===== config.mk =====
export PLATFORM = sky130hd
export DESIGN_NAME = cla_seq_add_ctrl
export DESIGN_NICKNAME = d
export VERILOG_FILES = /design/src/rtl/cla_seq_add_ctrl.sv
export SDC_FILE = /design/constraint.sdc
export NUM_CORES = 1
export LEC_CHECK = 0
export BUFFER_PORTS_ARGS = -buffer_cell sky130_fd_sc_hd__clkbuf_2
export CAP_MARGIN = 20
export CORE_AREA = 2 2 72 74
export DETAILED_ROUTE_END_ITERATION = 8
export DIE_AREA = 0 0 74 76
export GPL_TIMING_DRIVEN = 0
export PLACE_DENSITY_LB_ADDON = 0.2
export SYNTH_ARGS = -nofsm -noshare
export SYNTH_HDL_FRONTEND = slang
export SYNTH_SLANG_ARGS = --single-unit

===== constraint.sdc =====
create_clock -name clk -period 3.3 [get_ports clk]
set_clock_uncertainty 0.05 [all_clocks]
set_input_delay 0.33 -clock clk [delete_from_list [all_inputs] [get_ports clk]]
set_output_delay 0.33 -clock clk [all_outputs]
set_load 0.1 [all_outputs]

===== src/rtl/cla_seq_add_ctrl.sv =====
// cla_seq_add_ctrl: runs one 4-bit carry-lookahead slice over WIDTH-bit operands, one nibble per clock, LSB first.
// Ports: clk, rst_n (async active-low); in_valid/in_ready + a, b, cin accept an operand pair in IDLE;
// out_valid/out_ready present the registered sum, cout (and ovf) in DONE; busy is high in RUN or DONE.
// Optional: define CLA_SEQ_OVF_EN to add the registered signed-overflow output ovf.
module cla_seq_add_ctrl #(
  parameter int WIDTH = 16
) (
  input  logic             clk,
  input  logic             rst_n,
  input  logic             in_valid,
  output logic             in_ready,
  input  logic [WIDTH-1:0] a,
  input  logic [WIDTH-1:0] b,
  input  logic             cin,
  output logic             out_valid,
  input  logic             out_ready,
  output logic [WIDTH-1:0] sum,
  output logic             cout,
  output logic             busy
`ifdef CLA_SEQ_OVF_EN
  ,
  output logic             ovf
`endif
);
  localparam int N  = WIDTH / 4;
  localparam int CW = (N > 1) ? $clog2(N) : 1;
  typedef enum logic [1:0] {IDLE, RUN, DONE} state_t;
  state_t state_q, state_d;
  logic [N-1:0][3:0] a_q, a_d, b_q, b_d, sum_q, sum_d;
  logic carry_q, carry_d, cout_q, cout_d;
  logic [CW-1:0] cnt_q, cnt_d;
  logic [3:0] sl_a, sl_b, sl_s, g, p;
  logic [4:0] c;
  logic last;
`ifdef CLA_SEQ_OVF_EN
  logic ovf_q, ovf_d;
`endif
  // 4-bit carry-lookahead slice: all nibble carries from generate/propagate in one level
  always_comb begin
    sl_a = a_q[cnt_q];
    sl_b = b_q[cnt_q];
    g    = sl_a & sl_b;
    p    = sl_a ^ sl_b;
    c[0] = carry_q;
    c[1] = g[0] | (p[0] & c[0]);
    c[2] = g[1] | (p[1] & g[0]) | (p[1] & p[0] & c[0]);
    c[3] = g[2] | (p[2] & g[1]) | (p[2] & p[1] & g[0]) | (p[2] & p[1] & p[0] & c[0]);
    c[4] = g[3] | (p[3] & g[2]) | (p[3] & p[2] & g[1]) | (p[3] & p[2] & p[1] & g[0])
         | (p[3] & p[2] & p[1] & p[0] & c[0]);
    sl_s = p ^ c[3:0];
  end
  assign last = cnt_q == CW'(N - 1);
  always_comb begin
    state_d = state_q;
    a_d     = a_q;
    b_d     = b_q;
    sum_d   = sum_q;
    carry_d = carry_q;
    cout_d  = cout_q;
    cnt_d   = cnt_q;
`ifdef CLA_SEQ_OVF_EN
    ovf_d   = ovf_q;
`endif
    case (state_q)
      IDLE: if (in_valid) begin
        state_d = RUN;
        a_d     = a;
        b_d     = b;
        carry_d = cin;
        cnt_d   = '0;
        sum_d   = '0;
      end
      RUN: begin
        sum_d[cnt_q] = sl_s;
        carry_d      = c[4];
        // counter holds on the final nibble so it never wraps
        cnt_d        = last ? cnt_q : cnt_q + 1'b1;
        if (last) begin
          state_d = DONE;
          cout_d  = c[4];
`ifdef CLA_SEQ_OVF_EN
          // carry into MSB xor carry out of MSB
          ovf_d   = a_q[N-1][3] ^ b_q[N-1][3] ^ sl_s[3] ^ c[4];
`endif
        end
      end
      DONE: state_d = out_ready ? IDLE : DONE;
      default: state_d = IDLE;
    endcase
  end
  always_ff @(posedge clk or negedge rst_n) begin
    if (!rst_n) begin
      state_q <= IDLE;
      a_q     <= '0;
      b_q     <= '0;
      sum_q   <= '0;
      carry_q <= 1'b0;
      cout_q  <= 1'b0;
      cnt_q   <= '0;
`ifdef CLA_SEQ_OVF_EN
      ovf_q   <= 1'b0;
`endif
    end else begin
      state_q <= state_d;
      a_q     <= a_d;
      b_q     <= b_d;
      sum_q   <= sum_d;
      carry_q <= carry_d;
      cout_q  <= cout_d;
      cnt_q   <= cnt_d;
`ifdef CLA_SEQ_OVF_EN
      ovf_q   <= ovf_d;
`endif
    end
  end
  assign in_ready  = state_q == IDLE;
  assign out_valid = state_q == DONE;
  assign busy      = state_q != IDLE;
  assign sum       = sum_q;
  assign cout      = cout_q;
`ifdef CLA_SEQ_OVF_EN
  assign ovf       = ovf_q;
`endif
endmodule


# --- Word-level counts from Yosys, hierarchy flattened ---
# Cells that the tools add are included.
word_totals:
  regBits: 54
  inputBits: 37
  out_inout_bits: 20
  wordCells: 81
classes:
  n_addsub: 1
  n_lt_le_gt_ge: 2
  eq_ne: 6
  mux: 18
  n_bitwise: 29
  reduce_logical: 9
ops:
  columns: ["cell", "count"]
  rows:
  - ["one-hot mux 16 bit (2 select lines)", 1]
  - ["AND 1 bit", 16]
  - ["binary-select mux 4 bit (select 2 bit)", 2]
  - ["bitwise mux 16 bit", 1]
  - ["2-to-1 mux 16 bit", 1]
  - ["2-to-1 mux 4 bit", 3]
  - ["2-to-1 mux 2 bit", 5]
  - ["OR 1 bit", 10]
  - ["demux 4 bit (select 2 bit)", 1]
  - ["AND reduction 2 bit", 4]
  - ["bitwise XOR 4 bit", 2]
  - ["!= test 2 bit, second input constant", 3]
  - ["one-hot mux 2 bit (3 select lines)", 1]
  - ["AND 4 bit", 1]
  - ["equality test 2 bit, second input constant", 2]
  - ["one-hot mux 2 bit (2 select lines)", 1]
  - ["nonzero test 2 bit", 2]
  - ["< comparator 2 x 3 -> 1 bit, second input constant", 1]
  - ["AND reduction 3 bit", 1]
  - ["adder 2 x 1 -> 2 bit, second input constant", 1]
  - ["equality test 2 x 1 -> 1 bit, second input constant", 1]
  - [">= comparator 2 x 1 -> 1 bit, second input constant", 1]
  - ["logical NOT 2 bit", 1]
  - ["one-hot mux 1 bit (2 select lines)", 1]
  - ["other kinds (2)", 2]

# --- Depth between registers and ports, before layout ---
# Gate-level depths: netlist (run 1).
depth:
  word_depth: 10
  mapped_depth: 7
  ltp_nobuf: 6

# --- Worst setup path before layout (run 1) ---
# No wires, ideal clock.
synth_path:
  kind: "reg2reg"
  startpoint: "register cnt_q[0]"
  endpoint: "register sum_q (netlist bit sum[15])"
  setup_ps: 78
  t_arrival_ps: 2168
  t_required_ps: 3172
  setup_slack_ps: 1004
  stages_incl_launch_ff: 8
  path_buffers: 1
  cell_sequence: "dfrtp_1 > buf_2 > mux4_2 > ha_1 > a21oi_1 > o22ai_1 > a31o_2 > o2bb2ai_1"
synth_between:
  elab_chain_len: 10
  elab_cells_between_ends: 22
  cone_classes: "2 x order compare; 8 x mux; 11 x bitwise; 1 x reduce/logical"
synth_lines:
  columns: ["element", "line", "rtl"]
  rows:
  - ["from (decl)", "31", "logic [CW-1:0] cnt_q, cnt_d;"]
  - ["from (signal assigned)", "110", "cnt_q <= cnt_d;"]
  - ["binary-select mux 4 bit (select 2 bit) (on tied branches)", "40, 41", null]
  - ["2-to-1 mux 4 bit (on tied branches)", "40, 41", null]
  - ["bitwise XOR 4 bit / AND 4 bit (equally long branches)", "43, 42", null]
  - ["AND 1 bit", "47", "c[3] = g[2] | (p[2] & g[1]) | (p[2] & p[1] & g[0]) | (p[2] & p[1] & p[0] & c[0]);"]
  - ["OR 1 bit / AND 1 bit (equally long branches) (2 in a row)", "47", null]
  - ["OR 1 bit", "47", null]
  - ["bitwise XOR 4 bit", "50", "sl_s = p ^ c[3:0];"]
  - ["bitwise mux 16 bit (*)", "74", "sum_d[cnt_q] = sl_s;"]
  - ["one-hot mux 16 bit (2 select lines) (*)", "64", "case (state_q)"]
  - ["to (signal assigned)", "107", "sum_q <= sum_d;"]
  - ["to (decl)", "29", "logic [N-1:0][3:0] a_q, a_d, b_q, b_d, sum_q, sum_d;"]
# Mark *: on every way between the ends. The rest lies on a longest branch, timed or not. The select of a mux whose other input is x is not followed.
# A chain may end at the register's enable or synchronous reset.

# --- Worst setup path in the final report (run 1) ---
layout_path:
  startpoint: "register cnt_q[0]"
  endpoint: "register sum_q (netlist bit sum[10])"
layout_between:
  elab_chain_len: 9
  elab_cells_between_ends: 19
  cone_classes: "2 x order compare; 8 x mux; 8 x bitwise; 1 x reduce/logical"
layout_lines:
  columns: ["element", "line", "rtl"]
  rows:
  - ["binary-select mux 4 bit (select 2 bit) (on tied branches)", "40, 41", null]
  - ["2-to-1 mux 4 bit (on tied branches)", "40, 41", null]
  - ["bitwise XOR 4 bit / AND 4 bit (equally long branches)", "43, 42", null]
  - ["AND 1 bit", "46", "c[2] = g[1] | (p[1] & g[0]) | (p[1] & p[0] & c[0]);"]
  - ["OR 1 bit / AND 1 bit (equally long branches)", "46", null]
  - ["OR 1 bit", "46", null]
  - ["bitwise XOR 4 bit", "50", null]
  - ["bitwise mux 16 bit (*)", "74", null]
  - ["one-hot mux 16 bit (2 select lines) (*)", "64", null]
# Marked as above.

==> results.txt, run 1 <==
The worst slew margin relative to its limit is 61.8%. The number of antenna violations at the first check in global routing came to 0. Setup repair after global routing left no endpoint under its margin.

The number of nets in the final layout is 288. The row count came out at 26. The total overflow left after global routing is 0. The total iterations of the first detailed-routing run is 4. Timing would allow up to 372 MHz.

The setup TNS came out at 0 ns. The per-instance average area after synthesis is 14.2 um2. The initial utilization of the core area, before any placement, comes to 50.8%.

Synthesis handed over a netlist of 176 instances. The flop-to-flop setup slack is 0.61 ns. The met1 layer wirelength in the final routing came out at 2110 um. The clock buffer count from CTS is 5. The placed instance count is 303.

The final period utilization came out at 81.4%. The number of H-tree branching levels is 2. The final-report setup violation count came out at 0.

The number of buffers and inverters on the critical path came out at 1. The number of synthesized register bits came out at 54. The critical path in this run is classified as reg2reg. Clock-pin slew was measured on the worst setup and hold paths at 0.09 ns. The maximum fanout along the worst path came out at 10.

The slowest stage of the critical path is the sky130_fd_sc_hd__mux4_2 cell. Ranked by total cell area, the synthesized netlist is headed by sky130_fd_sc_hd__dfrtp_1 (54%), sky130_fd_sc_hd__mux2_2 (14%), sky130_fd_sc_hd__mux4_2 (7.2%), sky130_fd_sc_hd__ha_1 (4.5%), sky130_fd_sc_hd__a22o_1 (3.2%). The via count of the first global-routing pass came to 1695. The CTS tree is yes. The number of maximum-capacitance constraint violations came out at 0. The top-level I/O count came out at 57. The worst setup path is launched from a register. The dominant delay contributor by cell family on the critical path is multiplexers. The worst hold path belongs to the class in2reg.

In the routed design, unresolved DRC markers number 0. The final route contains 1633 vias. The final hold violation count came out at 0. The final cell count without fillers came out at 310. The post-route minimum period is 2.69 ns. The total routing usage reported by global routing is 18.4%. Summed over all nets, wire length on met2 after detailed routing comes to 2340 um. The placeable core area is 0.00491 mm2. The half-perimeter wire length after detailed placement came out at 3540 um. The data required time of the worst path came out at 3.49 ns.

The routed design has 4720 um of wire. The actual slew at the worst max-slew pin is 0.573 ns. The flow ran to the end, and the final reports show no timing, DRC or antenna violations.

Of all cell types, the one taking the most synthesized area is sky130_fd_sc_hd__dfrtp_1. The final-report max-slew violation count is 0. In this run, the number of DRC markers left after iteration 0 of detailed routing was 92. The area of the die is 0.00562 mm2. The growth of design area from synthesis to finish came out at 19.3%.

The register area share after synthesis is 54.2%. The via-per-instance ratio is 5.27. The worst setup path is captured at a register. The final weighted congestion in routability-driven placement is 0.764. The fraction of layout instances using a drive strength above 1 is 45.8%. The largest net degree at the start of global routing came out at 37. The horizontal die dimension came out at 74 um. The post-route worst hold slack came out at 0.149 ns. In this design, the stage delay of the slowest critical-path cell is 0.58 ns. Walking the worst path, the cells encountered are buf_2 -> mux4_2 -> ha_1 -> a21oi_1 -> xnor2_1 -> a22o_1. The Yosys step of the flow raised 0 warnings. The total met3 wirelength after detailed routing came out at 184 um. Dividing the detail-routed wire length by the instance count gives 15.2 um. In this run the deepest clock path goes through 2 buffers.

Clock tree synthesis selected as its root buffer the cell sky130_fd_sc_hd__clkbuf_8. The synthesized netlist occupies a cell area of 0.00249 mm2. The count of antenna-violating nets left after detailed routing came out at 0.

The top layer reached by signal wires is met4. The global-route wire length before repair came out at 8000 um. The number of antenna diodes in the final layout is 0. The arrival time at the worst endpoint is 2.88 ns. The number of nets in the synthesized netlist is 223. The number of sinks on the clock net is 54. The number of I/O port buffers is 56.

The count of different cell masters after synthesis came out at 31. The fraction of synthesized cell area taken by the top area cell type came out at 54.2%. The vertical extent of the die is 76 um. The clock latency at the later pin of the worst-skew pair is 0.30 ns.
==> path summary, 6_finish.rpt <==
path                       startpoint    endpoint  depth (start not counted)
setup / recovery             cnt_q[0]     sum[10]                          6
hold / removal              out_ready  state_q[1]                          2
setup reg to reg             cnt_q[0]     sum[10]                          6
hold reg to reg               b_q[10]     b_q[10]                          1
max in group asynchronous       rst_n      b_q[6]                          3
min in group asynchronous       rst_n      sum[1]                          2
==> cells in the mapped netlist <==
master	n
sky130_fd_sc_hd__and2_1	1
sky130_fd_sc_hd__inv_1	4
sky130_fd_sc_hd__or2_2	1
sky130_fd_sc_hd__fa_1	1
sky130_fd_sc_hd__and3_1	3
sky130_fd_sc_hd__o22ai_1	2
sky130_fd_sc_hd__o2bb2ai_1	8
sky130_fd_sc_hd__o31ai_1	1
sky130_fd_sc_hd__nor2b_1	1
sky130_fd_sc_hd__inv_2	1
sky130_fd_sc_hd__nor2_1	9
sky130_fd_sc_hd__a21oi_1	6
sky130_fd_sc_hd__a21o_1	3
sky130_fd_sc_hd__dfrtp_1	54
sky130_fd_sc_hd__a22o_1	9
sky130_fd_sc_hd__mux4_2	8
sky130_fd_sc_hd__buf_6	3
sky130_fd_sc_hd__a31o_2	1
sky130_fd_sc_hd__nor3b_4	1
sky130_fd_sc_hd__mux2_2	30
sky130_fd_sc_hd__nand4_1	1
sky130_fd_sc_hd__o21bai_1	1
sky130_fd_sc_hd__clkbuf_1	1
sky130_fd_sc_hd__nor3_1	1
sky130_fd_sc_hd__xnor2_1	2
sky130_fd_sc_hd__mux2_1	2
sky130_fd_sc_hd__nand2_1	3
sky130_fd_sc_hd__buf_2	2
sky130_fd_sc_hd__ha_1	9
sky130_fd_sc_hd__nand3_1	5
sky130_fd_sc_hd__o21ai_0	2
==> worst reg2reg max path, cell delays in order (launching register included) <==
cell and delay (ns):
sky130_fd_sc_hd__dfrtp_1 0.49, sky130_fd_sc_hd__buf_2 0.35, sky130_fd_sc_hd__mux4_2 0.58, sky130_fd_sc_hd__ha_1 0.41, sky130_fd_sc_hd__a21oi_1 0.11, sky130_fd_sc_hd__xnor2_1 0.42, sky130_fd_sc_hd__a22o_1 0.23
==> cell families (layout without fill, tap and decap cells) <==
kind of cell / Yosys count / after routing / synth area share, %
flip-flops: 54 / 54 / 54.2
multiplexers: 40 / 40 / 21.7
AO/OA/AOI/OAI: 33 / 33 / 9.94
AND/OR/NAND/NOR: 26 / 26 / 5.52
buffers and inverters: 11 / 75 / 2.66
adder cells (fa/ha/maj): 10 / 10 / 5.32
XOR/XNOR: 2 / 2 / 0.703
==> sequential cells by signal, summed over array words and instances (netlist names) <==
register / flops
b_q: 16
cnt_q: 2
a_q: 16
carry_q: 1
state_q: 2
cout: 1
sum: 16
==> per-layer routing <==
layer / vias up / global-route usage (%)
li1: 787 / -
met1: 798 / 24.6
met4: 0 / 6.91
met3: 8 / 3.31
met2: 40 / 29.7
met5: - / 0
==> per-stage QoR <==
step | util [%] | area, um2 | setup slack, ns
2_1_floorplan | - | 2490 | 1.00
3_3_place_gp | 58.3 | 2860 | 0.606
3_5_place_dp | 58.7 | 2880 | 0.582
4_1_cts | 60.5 | 2970 | 0.555
5_1_grt | 60.5 | 2970 | 0.452
6_report | 60.5 | 2970 | 0.615
==> cell type report <==
type | instances | area [um2]
clock buffers | 6 | 82.6
plain buffers | 6 | 47.5
flip-flops and latches | 54 | 1350
repair buffers | 58 | 310
inverters | 5 | 18.8
well taps | 70 | 87.6
multi-input cells | 111 | 1080
fillers | 389 | 1940
==> what timing repair did <==
item / in CTS / in global routing
gates resized for setup: 0 / 0
setup buffers: 0 / 0
endpoints found under the hold margin: 18 / 0
hold buffers: 1 / 0
==> cells in the final DEF, fill, tap and decap left out, types with 6 or more instances in the layout <==
cell type and instances:
sky130_fd_sc_hd__mux4_2 8, sky130_fd_sc_hd__dfrtp_1 54, sky130_fd_sc_hd__clkbuf_2 56, sky130_fd_sc_hd__a21oi_1 6, sky130_fd_sc_hd__o2bb2ai_1 8, sky130_fd_sc_hd__ha_1 9, sky130_fd_sc_hd__nor2_1 9, sky130_fd_sc_hd__clkbuf_8 6
sky130_fd_sc_hd__a22o_1 9, sky130_fd_sc_hd__mux2_2 30
Power of run 1 is left out: the tool's default activity adds up to more than one toggle a clock period on the data nets, which glitch-free logic cannot reach.
==> inputs of run 2 (changes only) <==
Clock period 3.3 ns to 2.5 ns, I/O delays scaled along.
==> results.txt, run 2 (same netlist as run 1, synthesis figures left out) <==
The area of the die is 0.00562 mm2. The total met3 wirelength after detailed routing is 219 um. The worst slew margin relative to its limit came out at 62.3%. At the placement stage, the worst setup path has a slack of -0.218 ns. The final-report setup violation count is 0.

Clock tree synthesis selected as its root buffer the cell sky130_fd_sc_hd__clkbuf_8. The detailed-routed wire length on met2 came out at 2380 um. The number of inserted diodes is 0. The placeable core area is 0.00491 mm2. The clock latency at the later pin of the worst-skew pair came out at 0.30 ns. The total overflow reported by the global router is 0. The top layer reached by signal wires is met4. Timing would allow up to 411 MHz.

In this run the deepest clock path goes through 2 buffers. TritonCTS built the clock tree. For the worst setup path, the data arrival time is 2.58 ns. The via count of the first global-routing pass is 1710. Dividing the detail-routed wire length by the instance count gives 15.2 um. After floorplanning, the core was divided into 26 placement rows. The setup TNS came out at 0 ns. Detailed routing inserted a total of 1642 vias. The via-per-instance ratio came out at 5.26. At the worst endpoint, the required time is 2.65 ns. Once the floorplan was initialized, standard cells occupied 50.8% of the core. The met1 layer wirelength in the final routing came out at 2090 um. The number of design-rule violations left by the first detailed-router iteration came out at 88. The largest net degree at the start of global routing came out at 37. The number of I/O port buffers came out at 56.

The global-route wire length before repair is 8070 um. The worst setup path is launched from a register. The maximum fanout along the worst path is 5.

Detailed placement finished with a half-perimeter wire length of 3540 um. The path class of the lowest-slack min-delay path is in2reg. The horizontal die dimension is 74 um. The final-report max-slew violation count came out at 0. In the layout the commonest cells are sky130_fd_sc_hd__clkbuf_2 (56), sky130_fd_sc_hd__dfrtp_1 (53), sky130_fd_sc_hd__mux2_2 (30). The fraction of layout instances using a drive strength above 1 is 47.9%.

STA classifies the critical path endpoint as a register. The final period utilization came out at 97.3%. Before antenna repair, the detailed router went through 4 iterations. The library cell used most frequently in the layout, excluding fill and tap cells, is sky130_fd_sc_hd__clkbuf_2. Global routing used 18.7% of the available tracks. The growth of design area from synthesis to finish is 20.6%. The number of antenna violations at the first check in global routing came to 0. For the pin with the worst max-slew slack, the measured transition is 0.565 ns. The number of maximum-capacitance constraint violations is 0.

The post-route DRC violation count came out at 0. The run finished with clean final reports. The top-level I/O count is 57. The vertical extent of the die came out at 76 um.

Cells fill 61.2% of the core in the end. The number of sinks on the clock net is 54. Counting the buffers created by CTS gives 5. The worst-case setup margin in the final layout came out at 0.0683 ns. For the finished layout, the period the worst path requires is 2.43 ns. The final weighted congestion in routability-driven placement is 0.764. The count of antenna-violating nets left after detailed routing is 0.

The number of nets in the final layout came out at 290. The number of H-tree branching levels came out at 2. The final hold violation count came out at 0. The clock edge transition at the registers on the reported setup and hold paths came out at 0.09 ns. The critical path is of the reg2reg type. The routed wire length came out at 4750 um.
[run 2: repair_timing]
action                     CTS  global route
hold endpoints to repair    18             0
hold buffers                 1             0
resized for setup            4             3
setup endpoints to repair   14            12
setup buffers                0             2
[run 2: critical path, stage by stage (launching register included)]
cell                      delay [ns]
sky130_fd_sc_hd__dfrtp_2        0.44
sky130_fd_sc_hd__buf_4          0.13
sky130_fd_sc_hd__mux4_2         0.54
sky130_fd_sc_hd__ha_1           0.33
sky130_fd_sc_hd__a21o_1         0.18
sky130_fd_sc_hd__a21oi_1        0.22
sky130_fd_sc_hd__xnor2_2        0.17
sky130_fd_sc_hd__a22o_1         0.26
[run 2: layout make-up]
class	count	area, um2
Inverter	5	18.8
Sequential cell	54	1350
Clock buffer	6	82.6
Buffer	6	55.1
Timing Repair Buffer	60	325
Tap cell	70	87.6
Multi-Input combinational cell	111	1090
Fill cell	384	1900
[run 2: layer usage]
| metal | GRT usage [%] | vias up |
|---|---|---|
| li1 | - | 790 |
| met1 | 24.4 | 804 |
| met2 | 30.0 | 41 |
| met3 | 5.29 | 7 |
| met4 | 6.00 | 0 |
| met5 | 0 | - |
[run 2: stage by stage]
| step | area [um2] | std cells | hold slack [ns] |
|---|---|---|---|
| 4_1_cts | 2990 | 310 | 0.0632 |
| 2_1_floorplan | 2490 | 176 | -0.0956 |
| 5_1_grt | 3010 | 312 | 0.0731 |
| 3_3_place_gp | 2860 | 302 | 0.385 |
| 6_report | 3010 | 312 | 0.0670 |
| 3_5_place_dp | 2880 | 303 | 0.183 |
[run 2: final timing paths]
kind / from / slack (ns) / depth (start not counted) / endpoint
worst max-delay path: cnt_q[0] / 0.07 / 7 / sum[14]
worst min-delay path: out_ready / 0.07 / 2 / state_q[1]
worst max register to register: cnt_q[0] / 0.07 / 7 / sum[14]
min in group asynchronous: rst_n / 0.38 / 2 / sum[1]
worst min register to register: b_q[10] / 0.44 / 1 / b_q[10]
max in group asynchronous: rst_n / 1.46 / 3 / cnt_q[0]
Power of run 2 is left out for the same reason.
==> inputs of run 3 (changes only) <==
Settings changed: CORE_AREA 2 2 72 74 to 2 2 70 72, CTS_BUF_LIST set to sky130_fd_sc_hd__clkbuf_8, DIE_AREA 0 0 74 76 to 0 0 72 74.
==> results.txt, run 3 (same netlist as run 1, synthesis figures left out) <==
The share of the core filled with cells in the final layout came out at 65.2%. The number of inserted diodes is 0. Setup repair after global routing left no endpoint under its margin. Detailed routing inserted a total of 1648 vias. Leaving out fill and tap cells, the most frequent cells in the layout are sky130_fd_sc_hd__clkbuf_2 (57), sky130_fd_sc_hd__dfrtp_1 (53), sky130_fd_sc_hd__mux2_2 (30).

The fraction of layout instances using a drive strength above 1 came out at 48.6%. The count of antenna-violating nets left after detailed routing is 0. The largest net degree at the start of global routing is 32.

The actual slew at the worst max-slew pin came out at 0.624 ns. The worst setup path is launched from a register. The arrival time at the worst endpoint came out at 2.55 ns. During placement, the flow inserted port buffers numbering 56. At the placement stage, the worst setup path has a slack of -0.153 ns. The worst pin sits at a relative slew slack of 58.4%. TritonCTS built the clock tree. The final-report setup violation count came out at 0. The via-per-instance ratio is 5.55. The clock buffer count from CTS is 5. The number of antenna violations at the first check in global routing came out at 0.

The post-route DRC violation count is 0. The top-level I/O count came out at 57. The die covers 0.00533 mm2.

In this run the number of H-tree levels came out at 2. The row count is 25. The final-report max-slew violation count is 0.

The final weighted congestion in routability-driven placement came out at 0.803. Leaving out fill and tap cells, the most frequent cell in the layout is sky130_fd_sc_hd__clkbuf_2. For the worst-skew pair, the clock arrives at the later sink with an insertion delay of 0.31 ns.

The initial standard-cell utilization of the core came out at 54.2%. The growth of design area from synthesis to finish is 20.2%. The routed wire length came out at 4810 um. For this run, the top clock speed supported by timing is 418 MHz.

The total overflow reported by the global router came out at 0. The final period utilization came out at 95.7%. The maximum fanout along the worst path is 5. The longest clock path from root to sink contains 2 buffers. The floorplan step set the die width to 72 um.

The count of filler cells inserted in the layout came out at 363. The half-perimeter wire length after detailed placement is 3600 um. The total iterations of the first detailed-routing run is 4.

The global-route wire length before repair came out at 7990 um. The run finished with clean final reports. The clock edge transition at the registers on the reported setup and hold paths came out at 0.09 ns.

The final layout contains 289 nets. The setup TNS is 0 ns. The data required time of the worst path is 2.65 ns.

The placeable core area came out at 0.00460 mm2. After the flow finishes, the layout carries non-filler instances totaling 297. The min-delay analysis places its worst path in the category in2reg.

The number of maximum-capacitance constraint violations came out at 0. After the first detailed-routing iteration, the DRC count stood at 71. Once placement completed, the tool counted placed cells totaling 287.

The final hold violation count is 0. The critical path endpoint category is a register. The total routing usage reported by global routing came out at 19.8%. The tree is rooted in a sky130_fd_sc_hd__clkbuf_8.

The vertical extent of the die is 74 um. The average wire per standard cell is 16.2 um. The post-route minimum period is 2.39 ns. The number of sinks on the clock net came out at 54. The critical path is of the reg2reg type. Across all setup checks in the final design, the least slack found is 0.108 ns. The via count of the first global-routing pass is 1646.
-- run 3: layout make-up --
cell class / count / area, um2 / share of cell area, %
Sequential cell: 54 / 1350 / 45.1
Clock buffer: 6 / 82.6 / 2.76
Timing Repair Buffer: 59 / 318 / 10.6
Multi-Input combinational cell: 111 / 1090 / 36.4
Clock inverter: 2 / 12.5 / 0.418
Tap cell: 54 / 67.6 / 2.25
Buffer: 6 / 55.1 / 1.84
Inverter: 5 / 18.8 / 0.626
-- run 3: critical path, cell delays in order (launching register included) --
cell and delay, ns:
sky130_fd_sc_hd__dfrtp_2 0.45, sky130_fd_sc_hd__buf_4 0.14, sky130_fd_sc_hd__mux4_2 0.56, sky130_fd_sc_hd__ha_1 0.33, sky130_fd_sc_hd__a21o_1 0.20, sky130_fd_sc_hd__a21oi_2 0.18
sky130_fd_sc_hd__xnor2_2 0.13, sky130_fd_sc_hd__a22o_1 0.26
-- run 3: path summary, 6_finish.rpt --
kind                            from         end  slack (ns)  cells past startpoint
max                         cnt_q[0]     sum[14]        0.11                      7
min                        out_ready  state_q[1]        0.06                      2
max reg2reg                 cnt_q[0]     sum[14]        0.11                      7
min reg2reg                  b_q[10]     b_q[10]        0.44                      1
max in group asynchronous      rst_n      b_q[7]        1.40                      3
min in group asynchronous      rst_n      sum[8]        0.42                      2
-- run 3: repair_timing --
action,4_1_cts,5_1_grt
hold endpoints to repair,23,0
gates resized for setup,4,3
setup endpoints to repair,11,10
buffers inserted,0,1
pin swaps,0,0
hold buffers,1,0
-- run 3: layer usage --
layer  vias to the layer above  GRT usage [%]  routed length, um
li1                        780              -                  -
met3                         7           3.79                210
met2                        44           33.6               2440
met5                         -              0                  0
met4                         0           5.66                 67
met1                       817           26.4               2090
-- run 3: metrics by stage --
stage                     hold WS (ns)  area, um2
after floorplan                -0.0956       2490
after global routing            0.0652       3000
final                           0.0603       3000
after detailed placement         0.240       2860
after CTS                       0.0510       2980
after global placement           0.378       2840
Power of run 3 is left out for the same reason.
